===== src/rtl/lisa_rx_sched.sv =====
// ---------------------------------------------------------------------------
// lisa_rx_sched
//
// Front end shared by a lisa_rx8n serial receiver and two byte consumers.
//   * Baud generator: square wave on baud_ref, toggling every (div+1) clocks,
//     used by the receiver as its 16x oversampling reference.
//   * Drain FSM (IDLE -> PULSE -> WAIT): takes one byte per data_avail episode
//     from the receiver with a single-cycle rx_rd pulse and pushes it into a
//     small FIFO.
//   * Registered arbiter: hands FIFO bytes to consumer 0 (CPU) or 1 (debug)
//     with a one-cycle one-hot gnt pulse; rdata holds until the next grant.
//
// Ports
//   clk       in   1               system clock
//   rst       in   1               asynchronous, active-high reset
//   div       in   DIV_W           baud_ref half-period minus 1, in clocks
//   baud_ref  out  1               baud reference to lisa_rx8n
//   rx_d      in   8               receiver data
//   rx_avail  in   1               receiver data_avail
//   rx_rd     out  1               receiver read strobe (one-cycle pulse)
//   req       in   2               level request per consumer
//   gnt       out  2               one-hot grant pulse
//   rdata     out  8               byte delivered with gnt
//   count     out  clog2(DEPTH)+1  FIFO occupancy
//
// Configuration
//   LISA_RX_SCHED_PRIO_EN  defined:   fixed priority, consumer 0 wins a contest.
//                          undefined: round-robin between the two consumers.
// ---------------------------------------------------------------------------
`timescale 1ns/1ps

module lisa_rx_sched #(
    parameter int DEPTH = 4,
    parameter int DIV_W = 16
) (
    input  logic                     clk,
    input  logic                     rst,
    input  logic [DIV_W-1:0]         div,
    output logic                     baud_ref,
    input  logic [7:0]               rx_d,
    input  logic                     rx_avail,
    output logic                     rx_rd,
    input  logic [1:0]               req,
    output logic [1:0]               gnt,
    output logic [7:0]               rdata,
    output logic [$clog2(DEPTH):0]   count
);

    localparam int AW = $clog2(DEPTH);

    // -----------------------------------------------------------------------
    // Baud generator
    // -----------------------------------------------------------------------
    logic [DIV_W-1:0] cnt;

    // NOTE: sequential state is always written with non-blocking assignments
    // so every flop samples pre-edge values regardless of block ordering.
    always_ff @(posedge clk or posedge rst) begin
        if (rst) begin
            cnt      <= '0;
            baud_ref <= 1'b0;
        end else if (cnt >= div) begin
            // ">=" rather than "==" so a divisor lowered below the running
            // count reloads on the next clock instead of wrapping the counter.
            cnt      <= '0;
            baud_ref <= ~baud_ref;
        end else begin
            cnt      <= cnt + 1'b1;
        end
    end

    // -----------------------------------------------------------------------
    // FIFO status
    // -----------------------------------------------------------------------
    logic [7:0]  mem [DEPTH];
    logic [AW:0] wr_ptr;
    logic [AW:0] rd_ptr;
    logic        full;
    logic        empty;
    logic        push;
    logic        pop;

    // Extra wrap bit: equal indices with differing MSBs means full.
    assign full  = (wr_ptr[AW] != rd_ptr[AW]) &&
                   (wr_ptr[AW-1:0] == rd_ptr[AW-1:0]);
    assign empty = (wr_ptr == rd_ptr);
    assign count = wr_ptr - rd_ptr;

    // -----------------------------------------------------------------------
    // Drain FSM
    // -----------------------------------------------------------------------
    typedef enum logic [1:0] {
        IDLE,
        PULSE,
        WAIT
    } state_t;

    state_t state;
    state_t state_next;

    always_ff @(posedge clk or posedge rst) begin
        if (rst) begin
            state <= IDLE;
        end else begin
            state <= state_next;
        end
    end

    always_comb begin
        // NOTE: every output of this block gets a default first, so no path
        // leaves a signal unassigned and no latch is inferred.
        state_next = state;
        push       = 1'b0;
        case (state)
            IDLE: begin
                // Pre-edge full flag: a pop in this same cycle does not make
                // room for the push until the following cycle.
                if (rx_avail && !full) begin
                    push       = 1'b1;
                    state_next = PULSE;
                end
            end
            PULSE: begin
                state_next = WAIT;
            end
            WAIT: begin
                // The receiver keeps data_avail high until it has seen rd;
                // waiting for it to drop prevents pushing the same byte twice.
                if (!rx_avail) begin
                    state_next = IDLE;
                end
            end
            default: begin
                state_next = IDLE;
            end
        endcase
    end

    // rx_rd is high exactly during the cycle after a push.
    always_ff @(posedge clk or posedge rst) begin
        if (rst) begin
            rx_rd <= 1'b0;
        end else begin
            rx_rd <= push;
        end
    end

    // -----------------------------------------------------------------------
    // FIFO storage and pointers
    // -----------------------------------------------------------------------
    // NOTE: the data array has no reset; the pointers alone define which
    // entries are valid, so clearing the storage would buy nothing.
    always_ff @(posedge clk) begin
        if (push) begin
            mem[wr_ptr[AW-1:0]] <= rx_d;
        end
    end

    always_ff @(posedge clk or posedge rst) begin
        if (rst) begin
            wr_ptr <= '0;
            rd_ptr <= '0;
        end else begin
            if (push) begin
                wr_ptr <= wr_ptr + 1'b1;
            end
            if (pop) begin
                rd_ptr <= rd_ptr + 1'b1;
            end
        end
    end

    // -----------------------------------------------------------------------
    // Arbiter
    // -----------------------------------------------------------------------
    logic win;   // winning consumer index for this cycle

`ifdef LISA_RX_SCHED_PRIO_EN
    always_comb begin
        pop = !empty && (|req);
        // Consumer 0 wins whenever it requests.
        win = !req[0];
    end
`else
    logic last;  // consumer granted most recently

    always_comb begin
        pop = !empty && (|req);
        win = !req[0];
        if (req == 2'b11) begin
            win = ~last;
        end
    end

    // Reset to consumer 1 so consumer 0 wins the first contested grant.
    always_ff @(posedge clk or posedge rst) begin
        if (rst) begin
            last <= 1'b1;
        end else if (pop) begin
            last <= win;
        end
    end
`endif

    always_ff @(posedge clk or posedge rst) begin
        if (rst) begin
            gnt   <= 2'b00;
            rdata <= 8'h00;
        end else if (pop) begin
            gnt   <= win ? 2'b10 : 2'b01;
            rdata <= mem[rd_ptr[AW-1:0]];
        end else begin
            gnt   <= 2'b00;
        end
    end

endmodule

===== config.mk =====
export PLATFORM = sky130hd
export DESIGN_NAME = lisa_rx_sched
export DESIGN_NICKNAME = d
export VERILOG_FILES = /design/src/rtl/lisa_rx_sched.sv
export SDC_FILE = /design/constraint.sdc
export NUM_CORES = 1
export LEC_CHECK = 0
export BUFFER_PORTS_ARGS = -buffer_cell sky130_fd_sc_hd__buf_2
export CORE_ASPECT_RATIO = 1.5
export CORE_UTILIZATION = 48
export CTS_BUF_LIST = sky130_fd_sc_hd__clkbuf_4 sky130_fd_sc_hd__clkbuf_8
export CTS_CLUSTER_DIAMETER = 200
export CTS_CLUSTER_SIZE = 12
export DETAILED_ROUTE_END_ITERATION = 6
export MAX_ROUTING_LAYER = met4
export PLACE_DENSITY = 0.68
export SYNTH_ARGS = -nofsm -noshare
export SYNTH_HDL_FRONTEND = slang
export SYNTH_SLANG_ARGS = --single-unit
export TNS_END_PERCENT = 10

===== constraint.sdc =====
create_clock -name clk -period 3.2 [get_ports clk]
set_input_delay 0.16 -clock clk [delete_from_list [all_inputs] [get_ports clk]]
set_output_delay 0.16 -clock clk [all_outputs]
set_load 0.01 [all_outputs]

==> run_results.csv, run 1 <==
group,metric,value,unit
clock_tree,cts.sinks,69,
clock_tree,clk-insertion-delay-late,0.34,ns
synthesis,synth_seq_cells,69,
sta,fmax,432,MHz
worst_setup_path,start_kind,"flop",
sta,finalCritPeriodShare,72.3,%
power_and_ir_drop,finalPower,3.07,mW
synthesis,synth_ff_type,"dfrtp_1",
die,io_pins,44,
die,die_y,103,µm
route,antenna_left,0,
worst_setup_path,crit_required,3.42,ns
grt,overflow,0,
sta,fin_skew,0.00843,ns
route,wire_per_inst,13.9,µm
sta,final-setup-viol-count,0,
final_layout,final_layout_size_suffix_gt1_share,29.3,%
route,drt-total-wl,5170,µm
placement,dpl_cell_area,3530,µm²
synthesis,syn_inst,239,
route,dr.pass1.iters,5,
clock_tree,cts_made_buffers,9,
grt,grt_max_degree,38,
sta,slew_headroom,56.9,%
route,first_iter_violations,65,
power_and_ir_drop,power.density,820,nW/µm²
status,status,"finished, final reports clean",
job,drv_cap,0,
final_layout,mostFrequentLayoutCell,"buf_2",
clock_tree,cts_root_buf,"clkbuf_8",
placement,gp_congestion,0.770,
min_path,hold_path.class,"in2reg",
worst_setup_path,path_max_fanout,14,
synthesis,synth_edf_count,32,
clock_tree,htree_num_levels,3,
synthesis,synth.avg_cell_area,13.5,µm²
synthesis,yosys_warnings,0,
final_layout,final_cell_mix,"43 x buf_2, 36 x dfrtp_1, 32 x edfxtp_1",
final_layout,syn2layout_area_growth,15.8,%
clock_tree,clock_path_buffers,2,
worst_setup_path,endpoint_kind,"flop",
synthesis,syn_nets,293,
power_and_ir_drop,leakage,1.67,nW
clock_tree,clkTransAtPathRegs,0.08,ns
sta,tns,0,ns
route,via_per_inst,5.07,
final_layout,antenna_cells,0,
grt,grt_pass1_vias,1934,
worst_setup_path,critPathKind,"reg2reg",
power_and_ir_drop,irDropWorstVdd,0.559,mV
synthesis,async_flop_share,53.6,%
route,drcViolationCount,0,
clock_tree,cts_tree,"yes",
sta,setup_slack,0.887,ns
final_layout,final_nets,346,
synthesis,syn_area,3240,µm²
sta,drv_slew,0,
sta,rsz0062_at_grt,"false",
placement,hpwl,3810,µm
placement,io_buffers,43,
route,via_count,1890,
synthesis,yosys.cell_types.count,37,
grt,antenna_found_initial,0,
sta,final_hold_viol_count,0,
die,initial_core_util,49.9,%
die,die_w,69.0,µm
die,num_rows,36,
placement,post-place-ws,0.879,ns
sta,tightest_slew,0.646,ns
sta,finalCriticalPeriod,2.31,ns
die,dieArea,7080,µm²
grt,grt_use_total,17.2,%
worst_setup_path,cp.arrival,2.54,ns
grt,grt_pass1_wl,8800,µm
final_layout,design_area,3750,µm²
synthesis,synth-seq-area-share,58.4,%
die,core,6490,µm²
==> registers in the layout, summed over array words and instances, names as in the netlist <==
name      cells
cnt          16
wr_ptr        3
gnt           2
rx_rd         1
mem          32
rdata         8
rd_ptr        3
last          1
baud_ref      1
state         2
==> metal layers <==
metal  GRT usage [%]  vias up  share of wire (%)
li1                -      945                  -
met1            18.5      898                 42
met2            30.0       39                 52
met3            3.81        8                3.2
met4            8.95        0                1.9
met5               -        -                  0
==> through the flow <==
step | instances | util, % | hold slack [ns]
finish | 373 | 57.8 | 0.0294
global placement | 356 | 54.5 | 0.291
floorplan | 239 | - | 0.259
detailed placement | 356 | 54.5 | 0.294
global route | 373 | 57.8 | 0.0136
CTS | 373 | 57.8 | 0.00987
==> cell usage after synthesis, types with 2 or more instances <==
cell / number / area [µm²]
and2_2: 3 / 22.5
inv_1: 24 / 90.1
dfrtp_1: 36 / 901
o21ai_0: 5 / 25.0
mux2_2: 9 / 101
a21oi_1: 5 / 25.0
nand2_1: 11 / 41.3
mux4_2: 8 / 180
xor2_1: 13 / 114
edfxtp_1: 32 / 961
xnor2_1: 8 / 70.1
nor2_1: 24 / 90.1
ha_1: 24 / 300
and3_1: 2 / 12.5
nand4_1: 5 / 31.3
nand3_1: 6 / 30.0
and4_1: 4 / 35.0
==> worst paths after layout <==
check                      slack, ns  cells after the start      start        end
setup / recovery                0.89                      5  rd_ptr[1]   rdata[6]
hold / removal                  0.03                      1    rx_d[6]  mem[1][6]
setup reg to reg                0.89                      5  rd_ptr[1]   rdata[6]
hold reg to reg                 0.47                      1   baud_ref   baud_ref
max in group asynchronous       2.39                      4        rst       last
min in group asynchronous       0.46                      4        rst      rx_rd
==> logic make-up after synthesis <==
logic type	count (synthesis)	share of synthesized area (%)
compound gates	13	2.32
xor+xnor	21	5.68
fa+ha+maj	25	9.90
buf+inv	28	3.63
flops	69	58.4
mux	18	9.01
simple gates	65	11.1
==> worst max-delay path, cell delays in order, from the launching register on <==
cell	delay (ns)
dfrtp_1	0.66
inv_1	0.11
ha_1	0.30
and3_2	0.20
nor2_2	0.52
mux2_2	0.41
==> where the power goes <==
group | internal, mW | switching (mW) | total (mW)
registers | 1.18 | 0.180 | 1.36
logic | 0.514 | 0.489 | 1.00
clock network | 0.369 | 0.337 | 0.705
==> repair_timing <==
item | in CTS | in global routing
gates resized for setup | 0 | 0
hold buffers | 1 | 0
endpoints found under the hold margin | 36 | 0
buffers inserted | 0 | 0
==> final cells by class <==
type                    count  area, µm²
clock buffers               9        124
clock inverters             7       80.1
fillers                   552       2740
inverters                  24       90.1
multi-input cells         142       1230
flip-flops and latches     69       1890
well taps                  76       95.1
repair buffers             46        240
No activity file was read; power rests on OpenSTA's default activity.
==> run 2: changes to the inputs <==
--- a/config.mk
+++ b/config.mk
@@ -13,7 +13,7 @@
 export CTS_CLUSTER_SIZE = 12
 export DETAILED_ROUTE_END_ITERATION = 6
 export MAX_ROUTING_LAYER = met4
-export PLACE_DENSITY = 0.68
+export PLACE_DENSITY = 0.71
 export SYNTH_ARGS = -nofsm -noshare
 export SYNTH_HDL_FRONTEND = slang
 export SYNTH_SLANG_ARGS = --single-unit
==> constraint.sdc (replaced) <==
create_clock -name clk -period 1.93 [get_ports clk]
set_input_delay 0.0965 -clock clk [delete_from_list [all_inputs] [get_ports clk]]
set_output_delay 0.0965 -clock clk [all_outputs]
set_load 0.01 [all_outputs]
==> run 2 against run 1 <==
Utilization is 6.5 points higher. Via count rose by 9.7%. Wire length increased by 15%. Highest routed layer unchanged. Non-clock buffer count grew 40. Largest power group unchanged. Register-to-register slack worse by 0.87 ns. Total power up 78%.
==> run_results.csv, run 2 (synthesis results as in run 1) <==
group,metric,value,unit
grt,grt_max_degree,38,
sta,setup_slack,0.0143,ns
clock_tree,cts_root_buf,"clkbuf_8",
final_layout,antenna_cells,0,
final_layout,finish.utilization,64.3,%
route,wire_per_inst,14.4,µm
final_layout,instances_no_fill,413,
placement,io_buffers,43,
final_layout,final_nets,386,
worst_setup_path,cp.arrival,2.14,ns
placement,post-place-ws,-0.0827,ns
route,via_per_inst,5.02,
final_layout,design_area,4170,µm²
sta,fin_skew,0.00460,ns
die,dieArea,7080,µm²
route,drt-total-wl,5970,µm
placement,dpl_cell_area,3770,µm²
route,via_count,2074,
sta,final_hold_viol_count,0,
power_and_ir_drop,internal_power,3.71,mW
die,num_rows,36,
sta,slew_headroom,68.5,%
route,dr.pass1.iters,4,
grt,grt_pass1_wl,9580,µm
clock_tree,clk-insertion-delay-late,0.33,ns
die,initial_core_util,49.9,%
clock_tree,htree_num_levels,3,
worst_setup_path,crit_required,2.15,ns
sta,tightest_slew,0.473,ns
route,first_iter_violations,45,
sta,finalCriticalPeriod,1.92,ns
worst_setup_path,endpoint_kind,"flop",
power_and_ir_drop,power.density,1310,nW/µm²
status,status,"finished, final reports clean",
sta,fmax,522,MHz
clock_tree,cts.sinks,69,
placement,gp_congestion,0.756,
power_and_ir_drop,finalPower,5.47,mW
power_and_ir_drop,pwr-share-clk,20.4,%
sta,drv_slew,0,
worst_setup_path,start_kind,"flop",
final_layout,final_cell_mix,"43 x buf_2, 36 x dfrtp_1, 32 x edfxtp_1, 32 x buf_4, 23 x inv_1",
final_layout,mostFrequentLayoutCell,"buf_2",
die,io_pins,44,
power_and_ir_drop,p_switching,1.77,mW
job,drv_cap,0,
final_layout,syn2layout_area_growth,28.8,%
placement,dp.cells,385,
sta,rsz0062_at_grt,"true",
clock_tree,clock_path_buffers,2,
clock_tree,cts_tree,"yes",
final_layout,final_layout_size_suffix_gt1_share,39.2,%
final_layout,fillers,507,
power_and_ir_drop,switching_share,32.3,%
worst_setup_path,critPathKind,"reg2reg",
die,core,6490,µm²
clock_tree,cts_made_buffers,9,
worst_setup_path,path_max_fanout,8,
route,antenna_left,0,
grt,grt_pass1_vias,2154,
route,drcViolationCount,0,
die,die_w,69.0,µm
die,die_y,103,µm
final_layout,largest_reg_flops,32,
grt,grt_use_total,18.6,%
power_and_ir_drop,power_frac_seq,40.1,%
sta,finalCritPeriodShare,99.3,%
power_and_ir_drop,pwr-share-comb,39.5,%
sta,final-setup-viol-count,0,
grt,overflow,0,
placement,hpwl,4140,µm
power_and_ir_drop,irDropWorstVdd,0.981,mV
min_path,hold_path.class,"in2reg",
power_and_ir_drop,leakage,1.87,nW
clock_tree,clkTransAtPathRegs,0.07,ns
grt,antenna_found_initial,0,
-- run 2: cell types whose count changed in the layout (fill, tap and decap cells not counted), moves of 3 or more --
cell / delta
and2_2: -3
ha_4: +5
and2_4: +3
nor2_2: +4
buf_4: +30
ha_1: -5
dlygate4sd3_1: +8
nor2_1: -4
inv_6: -3
-- run 2: path summary, 6_finish.rpt --
path	startpoint	end	slack [ns]	cells past startpoint
max in group asynchronous	rst	last	1.16	4
worst min register to register	wr_ptr[2]	wr_ptr[2]	0.50	1
worst min-delay path	rx_avail	state[1]	0.04	3
worst max-delay path	cnt[14]	cnt[14]	0.01	7
worst max register to register	cnt[14]	cnt[14]	0.01	7
min in group asynchronous	rst	gnt[1]	0.42	4
-- run 2: worst max-delay path, stage by stage, from the launching register on --
cell and delay (ns):
dfrtp_1 0.41, ha_4 0.28, nand4_1 0.15, nor2_2 0.14, or4b_4 0.49, nand4_4 0.14, buf_6 0.15, nor2_1 0.05
-- run 2: per-stage QoR --
stage	hold WS, ns	setup TNS [ns]
final	0.0352	0
after global routing	0.0265	-0.917
after CTS	0.0222	0
after detailed placement	0.238	-1.20
after global placement	0.233	-0.689
after floorplan	0.195	0
-- run 2: timing repair --
action / CTS / global route
cloned: 1 / 0
hold endpoints to repair: 68 / 0
endpoints found under the setup margin: 31 / 49
setup buffers: 1 / 1
resized for setup: 9 / 6
hold buffers: 9 / 0
pin swaps: 6 / 4
-- run 2: power groups by stage --
stage	registers [mW]	clock network [mW]	logic, mW
after global placement	2.21	0	2.08
after global routing	2.24	1.19	2.42
after CTS	2.19	1.14	2.16
after floorplan	2.26	0	1.29
final	2.20	1.11	2.16
after detailed placement	2.22	0	2.14
-- run 2: final cells by class --
class,count,area (µm²),share of cell area [%]
clock buffer,9,124,2.97
clock inverter,7,66.3,1.59
inverter,24,92.6,2.22
multi-input combinational,142,1330,32.0
sequential,69,1890,45.3
tap,76,95.1,2.28
timing repair buffer,86,568,13.6
-- run 2: routing by layer --
layer / part of all wire, % / GRT usage, % / up-vias
met5: 0 / - / -
met4: 1.9 / 8.95 / 0
met3: 2.5 / 2.54 / 10
met2: 56 / 34.5 / 41
met1: 40 / 19.3 / 993
li1: - / - / 1030
==> run 3: changes to the inputs <==
--- a/config.mk
+++ b/config.mk
@@ -6,6 +6,7 @@
 export NUM_CORES = 1
 export LEC_CHECK = 0
 export BUFFER_PORTS_ARGS = -buffer_cell sky130_fd_sc_hd__buf_2
+export CAP_MARGIN = 20
 export CORE_ASPECT_RATIO = 1.5
 export CORE_UTILIZATION = 48
 export CTS_BUF_LIST = sky130_fd_sc_hd__clkbuf_4 sky130_fd_sc_hd__clkbuf_8
==> constraint.sdc (replaced) <==
create_clock -name clk -period 1.93 [get_ports clk]
set_input_delay 0.193 -clock clk [delete_from_list [all_inputs] [get_ports clk]]
set_output_delay 0.193 -clock clk [all_outputs]
set_load 0.01 [all_outputs]
==> run 3 against run 2 <==
The flow now finishes with violations (setup timing). Die area stayed put. Maximum frequency is 1.9% lower. Worst hold slack better by 0.039 ns. Utilization is 0.058 points higher. Clock skew is 0.0044 ns higher. Cell count is 1.7% lower.
==> run_results.csv, run 3 (synthesis results as in run 1) <==
group,metric,value,unit
status,status,"complete, but fails checks",
status,violations,"setup timing",
clock_tree,cts_tree,"yes",
grt,antenna_found_initial,0,
route,antenna_left,0,
worst_setup_path,path_cells,"ha_1 > nand4_1 > nor2_2 > or4b_4 > nand4_4 > clkbuf_16 > nor2_1",
power_and_ir_drop,power_frac_seq,38.7,%
worst_setup_path,cp_num_buf_inv,1,
sta,drv_slew,0,
route,dr.pass1.iters,4,
final_layout,fillers,502,
die,core,6490,µm²
placement,io_buffers,43,
die,die_w,69.0,µm
final_layout,largest_reg_flops,32,
route,drcViolationCount,0,
placement,dpl_cell_area,3770,µm²
worst_setup_path,cpPeakStageDelay,0.49,ns
final_layout,final_layout_size_suffix_gt1_share,40.6,%
sta,finalCritPeriodShare,101,%
power_and_ir_drop,p_switching,1.81,mW
worst_setup_path,start_kind,"flop",
sta,fmax,512,MHz
power_and_ir_drop,irDropWorstVdd,0.958,mV
min_path,hold_path.class,"in2reg",
clock_tree,clock_path_buffers,2,
final_layout,antenna_cells,0,
worst_setup_path,path_max_fanout,7,
die,num_rows,36,
placement,gp_congestion,0.776,
power_and_ir_drop,power.density,1360,nW/µm²
clock_tree,htree_num_levels,3,
final_layout,mostFrequentLayoutCell,"buf_2",
sta,finalCriticalPeriod,1.95,ns
clock_tree,cts_made_buffers,9,
worst_setup_path,crit_required,2.15,ns
sta,final_hold_viol_count,0,
sta,slew_headroom,67.3,%
route,first_iter_violations,117,
die,die_y,103,µm
grt,met3_usage,4.01,%
worst_setup_path,critPathKind,"reg2reg",
die,initial_core_util,49.9,%
final_layout,syn2layout_area_growth,28.9,%
grt,grt.busiest_layer,"met2",
power_and_ir_drop,pwr-share-clk,22.8,%
final_layout,final_nets,379,
clock_tree,cts.sinks,69,
grt,grt_use_met1,20.0,%
sta,final-setup-viol-count,9,
die,dieArea,7080,µm²
final_layout,final_cell_mix,"43 x buf_2, 35 x dfrtp_1, 32 x edfxtp_1, 32 x buf_4, 23 x inv_1",
power_and_ir_drop,internal_power,3.86,mW
sta,tightest_slew,0.491,ns
grt,grt_pass1_vias,2066,
sta,rsz0062_at_grt,"true",
grt,grt_use_total,18.4,%
die,io_pins,44,
grt,overflow,0,
sta,setup_slack,-0.0231,ns
grt,met2_usage,32.6,%
sta,fin_skew,0.00901,ns
placement,dp.cells,385,
worst_setup_path,crit_family,"simple AND/OR/NAND/NOR gates",
clock_tree,cts_root_buf,"clkbuf_8",
clock_tree,clk-insertion-delay-late,0.33,ns
worst_setup_path,cp.arrival,2.17,ns
power_and_ir_drop,switching_share,32.0,%
route,drt-total-wl,5970,µm
grt,grt_max_degree,38,
final_layout,instances_no_fill,406,
job,drv_cap,0,
route,via_count,2068,
worst_setup_path,critPathSlowestCell,"or4b_4",
power_and_ir_drop,leakage,1.87,nW
route,wire_per_inst,14.7,µm
worst_setup_path,endpoint_kind,"flop",
clock_tree,clkTransAtPathRegs,0.08,ns
power_and_ir_drop,pwr-share-comb,38.6,%
grt,grt_pass1_wl,9520,µm
placement,hpwl,4150,µm
final_layout,design_area,4170,µm²
route,via_per_inst,5.09,
run 3: worst paths after layout:
kind / depth (start not counted) / slack [ns] / end / startpoint
setup / recovery: 7 / -0.02 / cnt[5] / cnt[15]
hold / removal: 1 / 0.07 / mem[1][7] / rx_d[7]
setup reg to reg: 7 / -0.02 / cnt[5] / cnt[15]
hold reg to reg: 1 / 0.50 / rd_ptr[2] / rd_ptr[2]
max in group asynchronous: 4 / 1.05 / last / rst
min in group asynchronous: 4 / 0.52 / cnt[7] / rst
run 3: metal layers:
metal / wire length (µm) / vias to the layer above / share of wire (%)
li1: - / 1011 / -
met1: 2460 / 1003 / 41
met2: 3240 / 46 / 54
met3: 183 / 8 / 3.1
met4: 89 / 0 / 1.5
met5: 0 / - / 0
run 3: power groups by stage:
stage               Combinational [mW]  Clock (mW)  Sequential (mW)
global placement                  2.09           0             2.20
CTS                               2.17        1.32             2.19
finish                            2.19        1.29             2.20
floorplan                         1.29           0             2.26
detailed placement                2.15           0             2.22
global route                      2.45        1.38             2.24
run 3: worst reg2reg max path, stage by stage, from the launching register on:
cell and delay [ns]:
dfrtp_1 0.40, ha_1 0.29, nand4_1 0.16, nor2_2 0.15, or4b_4 0.49, nand4_4 0.15
clkbuf_16 0.17, nor2_1 0.04
run 3: per-stage QoR:
stage	worst slack, ns	power (mW)	TNS [ns]	util [%]	hold WS, ns
after floorplan	0.00469	3.55	0	-	0.292
after global placement	-0.0491	4.29	-0.791	58.2	0.335
after detailed placement	-0.0978	4.36	-1.25	58.2	0.335
after CTS	-0.0386	5.68	-0.445	62.0	0.0563
after global routing	-0.105	6.08	-1.63	64.3	0.0516
final	-0.0231	5.67	-0.117	64.3	0.0744
run 3: cell type report:
type | count | area, µm² | share of cell area, %
Timing Repair Buffer | 79 | 517 | 12.4
Clock buffer | 9 | 124 | 2.97
Tap cell | 76 | 95.1 | 2.28
Sequential cell | 69 | 1890 | 45.3
Clock inverter | 7 | 97.6 | 2.34
Multi-Input combinational cell | 142 | 1360 | 32.5
Inverter | 24 | 92.6 | 2.22
run 3: what timing repair did:
action	in CTS	in global routing
hold buffers	1	0
pin swaps	3	5
cloned	0	1
endpoints found under the setup margin	32	50
gates resized for setup	5	12
setup buffers	0	3
hold endpoints to repair	36	0
